$ cat config.mk
export PLATFORM = sky130hd
export DESIGN_NAME = tt_ternary_host_seq
export DESIGN_NICKNAME = d
export VERILOG_FILES = /design/src/rtl/tt_ternary_pkg.sv /design/src/rtl/tt_ternary_frame_buf.sv /design/src/rtl/tt_ternary_host_seq.sv
export SDC_FILE = /design/constraint.sdc
export NUM_CORES = 1
export LEC_CHECK = 0
export CAP_MARGIN = 20
export CORE_MARGIN = 5
export CORE_UTILIZATION = 36
export CTS_BUF_LIST = sky130_fd_sc_hd__clkbuf_8
export CTS_CLUSTER_DIAMETER = 100
export DETAILED_ROUTE_END_ITERATION = 10
export SYNTH_ARGS = -nofsm -noshare
export SYNTH_HDL_FRONTEND = slang
export SYNTH_SLANG_ARGS = --single-unit
$ cat constraint.sdc
create_clock -name clk -period 9.6 [get_ports clk]
set_input_delay 1.92 -clock clk [delete_from_list [all_inputs] [get_ports clk]]
set_output_delay 1.92 -clock clk [all_outputs]
set_load 0.005 [all_outputs]
$ cat src/rtl/tt_ternary_pkg.sv
// Shared types and the chip's counter rule for the ternary accelerator host side.
package tt_ternary_pkg;

  typedef enum logic [2:0] {IDLE, RSTC, LOAD, MULT, DRAIN} state_t;

  localparam int LOAD_WORDS = 14;
  localparam int ROWS       = 7;

  // Result tag carried alongside the chip's pipeline latency.
  typedef struct packed {
    logic       v;
    logic [2:0] row;
  } tag_t;

  // Chip free-running count: 0..6, 8..14, 0, ... (skips x7 and xF).
  function automatic logic [3:0] next_cnt(input logic [3:0] c);
    return (c[2:0] == 3'd6) ? c + 4'd2 : c + 4'd1;
  endfunction

endpackage

$ cat src/rtl/tt_ternary_frame_buf.sv
// Ping-pong vector frame buffer: one bank fills while the other is read out.
module tt_ternary_frame_buf
  import tt_ternary_pkg::*;
#(
  parameter int DEPTH = ROWS
) (
  input  logic        clk,
  input  logic        rst,
  input  logic        clr,
  input  logic        wr_en,
  input  logic        v_valid,
  output logic        v_ready,
  input  logic [15:0] v_data,
  input  logic [2:0]  rd_idx,
  output logic [15:0] rd_data,
  output logic        frame_avail,
  input  logic        pop_frame
);

  logic [15:0] mem [2][DEPTH];
  logic [1:0]  full;
  logic        wr_bank, rd_bank;
  logic [2:0]  wcnt;
  logic        wr;

  assign v_ready     = wr_en && !full[wr_bank];
  assign wr          = v_valid && v_ready;
  assign frame_avail = full[rd_bank];
  assign rd_data     = mem[rd_bank][rd_idx];

  // Bank bookkeeping; a bank being written is never full, so fill and pop never collide.
  always_ff @(posedge clk) begin
    if (rst || clr) begin
      full    <= '0;
      wr_bank <= 1'b0;
      rd_bank <= 1'b0;
      wcnt    <= '0;
    end else begin
      if (pop_frame && full[rd_bank]) begin
        full[rd_bank] <= 1'b0;
        rd_bank       <= ~rd_bank;
      end
      if (wr) begin
        if (wcnt == 3'(DEPTH - 1)) begin
          full[wr_bank] <= 1'b1;
          wr_bank       <= ~wr_bank;
          wcnt          <= '0;
        end else begin
          wcnt <= wcnt + 3'd1;
        end
      end
    end
  end

  // Word storage, no reset needed: the full flags gate every read.
  always_ff @(posedge clk) begin
    if (wr) mem[wr_bank][wcnt] <= v_data;
  end

endmodule

$ cat src/rtl/tt_ternary_host_seq.sv
// Host sequencer: resets the chip, loads weights, streams frames in step with the chip count.
module tt_ternary_host_seq #(
  parameter int IN_LEN     = 14,
  parameter int OUT_LEN    = 7,
  parameter int LOAD_WORDS = 14,
  parameter int RST_CYCLES = 2,
  parameter int OUT_LAT    = 1
) (
  input  logic        clk,
  input  logic        rst,
  input  logic        start,
  input  logic        stop,
  input  logic        w_wr,
  input  logic [15:0] w_data,
  input  logic        v_valid,
  output logic        v_ready,
  input  logic [15:0] v_data,
  output logic        chip_rst_n,
  output logic [7:0]  chip_ui_in,
  output logic [7:0]  chip_uio_in,
  input  logic [7:0]  chip_uo_out,
  output logic        res_valid,
  output logic [7:0]  res_data,
  output logic [2:0]  res_row,
  output logic        res_last,
  output logic        busy,
  output logic        underrun
);
  import tt_ternary_pkg::*;

  localparam int WORDS = IN_LEN / 2;

  state_t      state, state_n;
  logic [3:0]  cnt, w_ptr, lk;
  logic [15:0] wbuf [LOAD_WORDS];
  logic [7:0]  tmr;
  logic        start_ok, bnd, fend, iss, iss_q, stop_q, pop, favail, buf_wen;
  logic [15:0] rd_word, bus;
  tag_t        dly [OUT_LAT];

  assign bnd  = (cnt[2:0] == 3'd0);
  assign fend = (cnt[2:0] == 3'd6);
  // A write in the same cycle as start counts towards the completeness check.
  assign start_ok = (state == IDLE) && start &&
                    ((w_ptr == 4'(LOAD_WORDS)) || (w_wr && (w_ptr == 4'(LOAD_WORDS - 1))));
  // Frame issue is decided at the boundary and held for the rest of the frame.
  assign iss  = (state == MULT) && (bnd ? favail : iss_q);
  assign pop  = iss && fend;
  assign lk   = cnt[3] ? ({1'b0, cnt[2:0]} + 4'd7) : {1'b0, cnt[2:0]};

  assign chip_ui_in  = bus[15:8];
  assign chip_uio_in = bus[7:0];

  tt_ternary_frame_buf #(.DEPTH(WORDS)) u_fbuf (
    .clk(clk), .rst(rst), .clr(start_ok), .wr_en(buf_wen),
    .v_valid(v_valid), .v_ready(v_ready), .v_data(v_data),
    .rd_idx(cnt[2:0]), .rd_data(rd_word),
    .frame_avail(favail), .pop_frame(pop)
  );

  // State register.
  always_ff @(posedge clk) begin
    if (rst) state <= IDLE;
    else     state <= state_n;
  end

  // Next-state decode.
  always_comb begin
    state_n = state;
    case (state)
      IDLE:    if (start_ok) state_n = RSTC;
      RSTC:    if (tmr == 8'(RST_CYCLES - 1)) state_n = LOAD;
      LOAD:    if (cnt == 4'd14) state_n = MULT;
      MULT:    if (fend && stop_q) state_n = DRAIN;
      DRAIN:   if (tmr == 8'(OUT_LAT - 1)) state_n = IDLE;
      default: state_n = IDLE;
    endcase
  end

  // Output decode: bus mux, buffer write enable, busy.
  always_comb begin
    busy    = (state != IDLE);
    buf_wen = (state == RSTC) || (state == LOAD) || (state == MULT);
    bus     = '0;
    case (state)
      LOAD:    bus = wbuf[lk];
      MULT:    if (iss) bus = rd_word;
      default: bus = '0;
    endcase
  end

  // Dwell timer for RSTC and DRAIN, restarted on every state change.
  always_ff @(posedge clk) begin
    if (rst || (state != state_n)) tmr <= '0;
    else                           tmr <= tmr + 8'd1;
  end

  // Chip reset, mirror count, weight pointer, stop latch, frame-issue hold, underrun flag.
  always_ff @(posedge clk) begin
    if (rst) begin
      chip_rst_n <= 1'b0;
      cnt        <= '0;
      w_ptr      <= '0;
      iss_q      <= 1'b0;
      stop_q     <= 1'b0;
      underrun   <= 1'b0;
    end else begin
      if (start_ok)                                  chip_rst_n <= 1'b0;
      else if ((state == RSTC) && (state_n == LOAD)) chip_rst_n <= 1'b1;
      cnt   <= chip_rst_n ? next_cnt(cnt) : 4'd0;
      iss_q <= iss;
      if (state != MULT) stop_q <= 1'b0;
      else if (stop)     stop_q <= 1'b1;
      if (state == DRAIN) w_ptr <= '0;
      else if ((state == IDLE) && w_wr && (w_ptr != 4'(LOAD_WORDS))) w_ptr <= w_ptr + 4'd1;
      if (start_ok)                           underrun <= 1'b0;
      else if ((state == MULT) && bnd && !favail) underrun <= 1'b1;
    end
  end

  // Weight storage survives reset; only the pointer is cleared.
  always_ff @(posedge clk) begin
    if ((state == IDLE) && w_wr && (w_ptr != 4'(LOAD_WORDS))) wbuf[w_ptr] <= w_data;
  end

  // Tag delay line matching chip latency, then registered result capture.
  always_ff @(posedge clk) begin
    if (rst) begin
      for (int i = 0; i < OUT_LAT; i++) dly[i] <= '0;
      res_valid <= 1'b0;
      res_data  <= '0;
      res_row   <= '0;
      res_last  <= 1'b0;
    end else begin
      dly[0] <= {iss, cnt[2:0]};
      for (int i = 1; i < OUT_LAT; i++) dly[i] <= dly[i-1];
      res_valid <= dly[OUT_LAT-1].v;
      res_last  <= dly[OUT_LAT-1].v && (dly[OUT_LAT-1].row == 3'(OUT_LEN - 1));
      if (dly[OUT_LAT-1].v) begin
        res_data <= chip_uo_out;
        res_row  <= dly[OUT_LAT-1].row;
      end
    end
  end

endmodule

**After elaboration in Yosys (flattened, before gate mapping)**

Memories as Yosys holds them, arrays and structs flattened. A register that Yosys moved wholly into a read port is not among the register bits.
Index checks and enable logic that the tools add are counted.
W data, S select, Z words.

- Bits in registers: 43
- Memories: 3
- RAM bits: 452
- Input bits: 46

Memory list:

| memory | words | bits a word | read ports | clocked after Yosys merged registers in | write ports | line | text |
|---|---|---|---|---|---|---|---|
| u_fbuf.mem | 2 | 112 | 1 | 1 | 1 | tt_ternary_frame_buf.sv:20 | `logic [15:0] mem [2][DEPTH];` |
| wbuf | 14 | 16 | 1 | 0 | 1 | tt_ternary_host_seq.sv:35 | `logic [15:0] wbuf [LOAD_WORDS];` |
| dly | 1 | 4 | 1 | 0 | 1 | tt_ternary_host_seq.sv:39 | `tag_t dly [OUT_LAT];` |

- Mux-type cells: 40
- $lt $le $gt $ge: 7
- Reductions and logical operators: 35
- Bitwise operators: 8
- Add/sub/neg operators: 6
- Equal/unequal tests: 15

Operator list:

| operator | number |
|---|---|
| $mux W112 | 1 |
| $mux W16 | 4 |
| $bmux W16 S3 | 1 |
| $demux W16 S3 | 1 |
| $pmux W16 S2 | 1 |
| $logic_and A1 B1 Y1 | 18 |
| $mux W3 | 6 |
| $mux W1 | 16 |
| $pmux W3 S5 | 1 |
| $eq A3 B3 Y1 const B | 4 |
| $eq A4 B4 Y1 const B | 3 |
| $mux W4 | 3 |
| $eq A3 B2 Y1 const B | 3 |
| $add A4 B1 Y4 const B | 2 |
| $add A8 B1 Y8 const B | 1 |
| $eq A8 B1 Y1 const B | 1 |
| $ge A4 B4 Y1 const B | 2 |
| $logic_not A8 Y1 | 1 |
| $mux W2 | 4 |
| $not A3 Y4 | 2 |
| $reduce_or A2 Y1 | 4 |
| $logic_not A3 Y1 | 2 |
| $logic_or A1 B1 Y1 | 5 |
| $add A3 B3 Y4 const B | 1 |
| other kinds (18) | 24 |

**Depth between registers and ports, before layout**

Gate-level depths: netlist of run 1.

- Word-level depth: 11
- Mapped depth: 12
- Gate-level depth less buffers: 7

**Cells and area by module**

From an unflattened synthesis of run 1, not the netlist that was laid out.

- Cells, all modules: 1,298
- Area total of the unflattened synthesis: 20,861.3 µm²

Modules (own cells, without submodules):

| module | sequential area each (µm²) | area each (µm²) | times used | cells an instance |
|---|---|---|---|---|
| tt_ternary_host_seq | 7,507.2 | 11,828.8 | 1 | 845 |
| tt_ternary_frame_buf | 6,886.6 | 9,032.4 | 1 | 453 |

**Worst setup path before layout of run 1**

Ideal clock, no wire load.

- Path type: reg-to-output
- From: register cnt[1]
- To: output port chip_ui_in[3]
- Cell stages (with the launch flop): 12
- Required time: 7.680 ns
- Buffers on the path: 5
- Arrival: 2.926 ns
- Path slack: 4.754 ns
- Path through: dfxtp_1 -> buf_2 -> clkbuf_1 -> clkbuf_1 -> inv_1 -> ha_1 -> buf_4 -> a21oi_1 -> buf_4 -> mux4_2 -> a221oi_2 -> o32ai_2

- Word-level cells in the longest chain between the ends: 6
- Elaborated cells between the ends (all ways): 12
- Those cells by class: add/sub: 1; mux: 7; bitwise: 1; reduce/logical: 2; memory: 1

RTL lines:

| item | line | text |
|---|---|---|
| start, declared | tt_ternary_host_seq.sv:34 | `logic [3:0] cnt, w_ptr, lk;` |
| start signal, assigned | tt_ternary_host_seq.sv:110 | `cnt <= chip_rst_n ? next_cnt(cnt) : 4'd0;` |
| branches (longest 5 deep; another with $mem_v2 Z14 W16) | -- |  |
| $pmux W16 S2 * | tt_ternary_host_seq.sv:85 | `case (state)` |
| end, declared | tt_ternary_host_seq.sv:19 | `output logic [7:0] chip_ui_in,` |

Mark *: on every way between the ends. The select of a mux whose other input is x is not followed.

**Worst setup path after layout of run 1**

- From: register cnt[0]
- To: output port chip_ui_in[7]

Same word-level chain as after synthesis.

==> results by group, run 1 <==
Outcome
  • Status: completed

Final layout
  • Area grow syn2layout: 15.6%
  • Non-Filler Instances: 2180
  • Filler cells: 5088
  • Most frequent cells in the layout: edfxtp_1, nand2_1, mux2i_1, clkbuf_8, clkdlybuf4s50_1
  • NumNets Final: 1419
  • Most common cell after layout, fill and taps aside: edfxtp_1
  • Layout cells sized above 1: 18.1%
  • # diodes: 0
  • Multi-input logic area: 5640 um2
  • Sequential cell area: 14400 um2

Detailed routing
  • Drt total wl: 48.1 mm
  • 1st-iter DRT viols: 892
  • Router iterations before antenna repair: 4
  • DRT antenna net count: 0
  • Drt drc: 0
  • Via count: 11300
  • Routed vias/inst: 5.20
  • Avg WL per Cell: 22.1 um

Power and ir drop
  • Pwr dens: 178 nW/um2
  • Leak: 7.51 nW
  • Final Total Pwr: 4.19 mW
  • VDD IR-drop max: 88.6 uV

Setup path
  • CP endpoint kind: primary output
  • Critical path launch point type: flip-flop
  • R2r endpoint: u_fbuf.mem[1][86]$_DFFE_PP_
  • Reg2reg setup slack: 6610 ps
  • Reg2reg path depth: 4
  • Critical Path AT: 4410 ps
  • Worst Path Class, Setup: flip-flop to primary output
  • Data required, critical path: 7680 ps
  • RR Startpoint: u_fbuf.wr_bank$_SDFFE_PP0P_
  • CP Max Fanout: 37

Timing
  • Setup TNS: 0 ps
  • Final hold slack: 445 ps
  • Slew headroom: 24.6%
  • Fmax achieved: 158 MHz
  • Final WS setup: 3270 ps
  • Final worst path period share: 66.0%
  • Final min period: 6330 ps
  • Skew final: 37.6 ps
  • Slew Limit Fails: 0
  • Final Hold Viols: 0
  • Worst slew pin tran: 1130 ps
  • RSZ-0062 raised after global routing: no
  • Final setup violation count: 0

CTS
  • Post-CTS Setup Bufs: 0
  • Skew-Pair Late Insertion Delay: 670 ps
  • Cts repair resizes: 0
  • Hold buffers post-CTS: 0
  • H-tree level count: 3
  • CTS Sinks: 495
  • CTS Buf Count: 83
  • CTS tree: yes
  • Maximum root-to-sink buffer count: 3
  • Clk pin slew, worst setup/hold paths: 60 ps
  • Clk root buf: clkbuf_8

Synthesis
  • Register area share after synthesis: 70.6%
  • Xor and xnor area share after synthesis: 0.779%
  • Cells after Synth: 1248
  • Largest family of logic cells by synthesized area: multiplexers
  • Compound-Gate Fraction of Synth Area: 6.46%
  • Syn. warnings: 0
  • Async S/R FF share, synth: 0%
  • Post-Synth Simple-Gate Area: 6.25%
  • Post-synthesis mux area share: 12.9%
  • Count of state elements after synthesis: 495
  • Syn_nets: 1308
  • Post-synthesis cell type count: 63
  • Cell area after synthesis: 20400 um2
  • Syn avg cell area: 16.3 um2
  • Adder-Cell Fraction of Synth Area: 0.859%
  • Post-synth EDFFs: 448
  • Ys flop type: edfxtp_1

Hold path
  • Hold depth: 1
  • Hold_sp: dly[0][0]$_SDFF_PP0_
  • Hold Path Sink: res_last$_SDFF_PP0_
  • Class of the worst hold path: flip-flop to flip-flop

Die
  • I/O pins: 79
  • Die Y: 248 um
  • Initial core utilization: 36.2%
  • Rows: 87
  • Core area: 56300 um2
  • Die X-Extent: 248 um
  • Die Area: 61500 um2

Global route
  • GRT Resource Usage Total: 15.7%
  • Pin count of the biggest net entering global routing: 64
  • First-pass GRT wire length: 72.9 mm
  • Initial antenna violation count: 1
  • Grt total ovfl: 0
  • Vias in the first global route: 11900

Placement
  • Port bufs: 78
  • GPL Wtd Cong: 0.775
  • Dpl cells: 2026
  • DP Wirelength: 29.0 mm
  • Pre-CTS WS: 3920 ps

Job
  • Max-Cap Viols: 0
-- power breakdown --
group	internal [mW]	switching, mW
logic	0.0324	0.0570
clock network	0.874	0.853
registers	2.37	0.00831
total	3.27	0.918
-- final cells by class --
class | count | area share [%]
multi-input cells | 663 | 23.9
flip-flops and latches | 495 | 61.1
clock buffers | 86 | 5.02
clock inverters | 64 | 1.47
inverters | 13 | 0.207
repair buffers | 103 | 4.22
well taps | 756 | 4.01
-- metal layers --
metal / vias to the layer above / share of wire, % / GRT usage [%]
li1: 5148 / - / -
met1: 5829 / 43 / 20.6
met2: 289 / 49 / 26.2
met3: 62 / 5.3 / 3.34
met4: 0 / 2.2 / 5.42
met5: - / 0 / 0
-- stage by stage --
stage / utilization [%] / cell area (um2)
3_5_place_dp: 39.1 / 22000
5_1_grt: 41.9 / 23600
6_report: 41.9 / 23600
4_1_cts: 41.8 / 23500
2_1_floorplan: - / 20400
3_3_place_gp: 39.1 / 22000
-- worst max path at each step --
| stage | cells past startpoint | endpoint | start | slack, ps |
|---|---|---|---|---|
| 2_1_floorplan | 11 | chip_ui_in[3] | cnt[1]$_SDFF_PP0_ | 4750 |
| 5_1_grt | 8 | chip_uio_in[0] | cnt[0]$_SDFFE_PP0P_ | 3020 |
| 4_1_cts | 9 | chip_ui_in[7] | cnt[0]$_SDFFE_PP0P_ | 3180 |
| 6_report | 9 | chip_ui_in[7] | cnt[0]$_SDFFE_PP0P_ | 3270 |
| 3_3_place_gp | 6 | chip_ui_in[2] | cnt[0]$_SDFFE_PP0P_ | 3960 |
| 3_5_place_dp | 9 | chip_ui_in[7] | cnt[0]$_SDFFE_PP0P_ | 3920 |
-- synthesized netlist by cell type (8+ instances only) --
library cell | n | share of area, %
a22o_1 | 16 | 0.69
nor3_1 | 9 | 0.22
dfxtp_1 | 47 | 4.6
buf_2 | 34 | 0.83
mux2_2 | 17 | 0.94
clkbuf_1 | 26 | 0.48
and3_1 | 10 | 0.31
o32ai_1 | 10 | 0.43
nand3_1 | 37 | 0.91
mux4_2 | 56 | 6.2
a221oi_1 | 26 | 1.1
nand2_1 | 128 | 2.4
ha_1 | 14 | 0.86
mux2i_1 | 95 | 4.7
nor2_1 | 47 | 0.87
o21ai_0 | 36 | 0.88
inv_1 | 12 | 0.22
xnor2_1 | 10 | 0.43
a21oi_1 | 59 | 1.4
edfxtp_1 | 448 | 66
mux4_1 | 8 | 1.0
-- logic make-up (layout without fill, tap and decap cells) --
| kind of cell | after synthesis | after routing |
|---|---|---|
| DFF | 495 | 495 |
| and+or+nand+nor | 275 | 275 |
| buffers and inverters | 90 | 266 |
| xor gates and xnor gates | 16 | 16 |
| adders and majority gates | 14 | 14 |
| muxes | 177 | 177 |
| AOI/OAI and AO/OA | 181 | 181 |
-- sequential cells by signal, indices dropped and copies added (netlist names), named ones only --
name	cells
u_fbuf.mem	224
wbuf	224
res_data	8
tmr	8
cnt	4
dly	4
w_ptr	4
res_row	3
state	3
u_fbuf.wcnt	3
u_fbuf.full	2
chip_rst_n	1
res_last	1
res_valid	1
stop_q	1
u_fbuf.rd_bank	1
u_fbuf.wr_bank	1
underrun	1
-- worst max-delay path, cell delays in order, from the launching register on --
cell,delay (ps)
dfxtp_4,510
inv_1,210
ha_2,310
buf_4,310
a21oi_2,560
buf_4,420
mux4_2,360
a221oi_2,390
o32ai_2,170
clkdlybuf4s50_1,470
Power figures use the tool's default switching activity.
==> run 2: changes to the inputs <==
==> constraint.sdc (replaced) <==
create_clock -name clk -period 5.9 [get_ports clk]
set_input_delay 1.18 -clock clk [delete_from_list [all_inputs] [get_ports clk]]
set_output_delay 1.18 -clock clk [all_outputs]
set_load 0.005 [all_outputs]
==> results by group, run 2 (synthesized netlist as in run 1, its figures left out) <==
CTS
  • CTS Sinks: 495
  • Clk pin slew, worst setup/hold paths: 60 ps
  • Post-CTS Setup Bufs: 0
  • Skew-Pair Late Insertion Delay: 640 ps
  • Clk root buf: clkbuf_8
  • CTS Buf Count: 82
  • Maximum root-to-sink buffer count: 3
  • H-tree level count: 3
  • CTS tree: yes

Setup path
  • Critical-path top delay cell: clkdlybuf4s50_1
  • CP Max Fanout: 23
  • Critical Path AT: 4250 ps
  • CP endpoint kind: primary output
  • CP peak stage delay: 620 ps
  • Data required, critical path: 4720 ps
  • Crit-path cells: inv_1 > ha_4 > buf_4 > mux2i_1 > a22o_1 > a221oi_1 > o21ai_0 > o32ai_1 > clkdlybuf4s50_1
  • Worst Path Class, Setup: flip-flop to primary output
  • CP bufs+invs: 3
  • Critical path launch point type: flip-flop
  • Largest delay share family, worst path: buffers and inverters

Die
  • Rows: 87
  • Initial core utilization: 36.2%
  • Die Area: 61500 um2
  • Core area: 56300 um2
  • Die X-Extent: 248 um
  • Die Y: 248 um
  • I/O pins: 79

Placement
  • Port bufs: 78
  • Dpl cells: 2042
  • DP Wirelength: 28.8 mm
  • GPL Wtd Cong: 0.775

Global route
  • Vias in the first global route: 11600
  • First-pass GRT wire length: 72.1 mm
  • Initial antenna violation count: 1
  • Pin count of the biggest net entering global routing: 54
  • GRT Resource Usage Total: 15.4%
  • Grt total ovfl: 0

Timing
  • Final min period: 5430 ps
  • Skew final: 21.8 ps
  • Final worst path period share: 92.1%
  • Slew headroom: 28.5%
  • Setup TNS: 0 ps
  • RSZ-0062 raised after global routing: no
  • Final Hold Viols: 0
  • Slew Limit Fails: 0
  • Final setup violation count: 0
  • Fmax achieved: 184 MHz
  • Worst slew pin tran: 1070 ps

Detailed routing
  • 1st-iter DRT viols: 752
  • Drt drc: 0
  • Router iterations before antenna repair: 5
  • Via count: 11400
  • Drt total wl: 47.4 mm
  • Avg WL per Cell: 21.6 um
  • Routed vias/inst: 5.20
  • DRT antenna net count: 0

Outcome
  • Status: completed

Final layout
  • Non-Filler Instances: 2188
  • Filler cells: 5044
  • # diodes: 0
  • Most common cell after layout, fill and taps aside: edfxtp_1
  • Regs by FF count: u_fbuf.mem (224), wbuf (224)
  • Area grow syn2layout: 15.7%
  • Sequential cell area: 14400 um2
  • Multi-input logic area: 5640 um2
  • Most frequent cells in the layout: edfxtp_1, nand2_1, mux2i_1, clkbuf_8, clkdlybuf4s50_1
  • NumNets Final: 1430
  • Layout cells sized above 1: 17.9%

Power and ir drop
  • Leak: 7.53 nW
  • VDD IR-drop max: 151 uV
  • Pwr dens: 287 nW/um2

Job
  • Max-Cap Viols: 0

Hold path
  • Class of the worst hold path: flip-flop to flip-flop
run 2: cell count changes in the layout (fill, tap and decap cells not counted), sizes merged:
cell and change:
clkinvlp +2, buf +12, inv -3, clkbuf -3, clkinv -1, bufinv +1
run 2: layer usage:
layer | routed length [um] | share of wire, % | track usage (%)
met2 | 23400 | 49 | 25.5
met1 | 19800 | 42 | 20.2
met4 | 955 | 2.0 | 4.80
met3 | 3210 | 6.8 | 3.92
met5 | 0 | 0 | 0
run 2: layout make-up:
class	instances	share of cell area, %
Sequential cell	495	61.1
Multi-Input combinational cell	663	23.9
Clock buffer	83	4.84
Timing Repair Buffer	115	4.52
Tap cell	756	4.01
Clock inverter	63	1.45
Inverter	13	0.207
run 2: report_power, final:
| group | total [mW] | leakage [nW] | internal [mW] | switching (mW) |
|---|---|---|---|---|
| clock | 2.76 | 0.859 | 1.41 | 1.36 |
| sequential | 3.86 | 4.42 | 3.85 | 0.0132 |
| combinational | 0.143 | 2.25 | 0.0532 | 0.0900 |
| total | 6.77 | 7.53 | 5.31 | 1.46 |
run 2: what timing repair did:
| action | CTS | global route |
|---|---|---|
| hold buffers | 0 | 0 |
| resized for setup | 0 | 1 |
| hold endpoints to repair | 0 | 0 |
| setup endpoints to repair | 0 | 1 |
run 2: worst paths after layout:
| path | cells past startpoint | slack (ps) | start | endpoint |
|---|---|---|---|---|
| max | 9 | 470 | cnt[0]$_SDFFE_PP0P_ | chip_uio_in[3] |
| min | 1 | 430 | dly[0][0]$_SDFF_PP0_ | res_last$_SDFF_PP0_ |
| max reg2reg | 5 | 3030 | u_fbuf.wr_bank$_SDFFE_PP0P_ | u_fbuf.mem[1][7]$_DFFE_PP_ |
| min reg2reg | 1 | 430 | dly[0][0]$_SDFF_PP0_ | res_last$_SDFF_PP0_ |
run 2: stage by stage:
stage | total power [mW] | util [%] | setup WS (ps) | cell area, um2 | hold slack [ps]
6_report | 6.77 | 41.9 | 467 | 23600 | 433
5_1_grt | 7.05 | 41.9 | 127 | 23600 | 460
4_1_cts | 6.86 | 41.9 | 104 | 23600 | 440
3_5_place_dp | 4.08 | 39.3 | 827 | 22100 | 424
3_3_place_gp | 4.07 | 39.2 | 851 | 22100 | 429
2_1_floorplan | 3.99 | - | 1790 | 20400 | 398
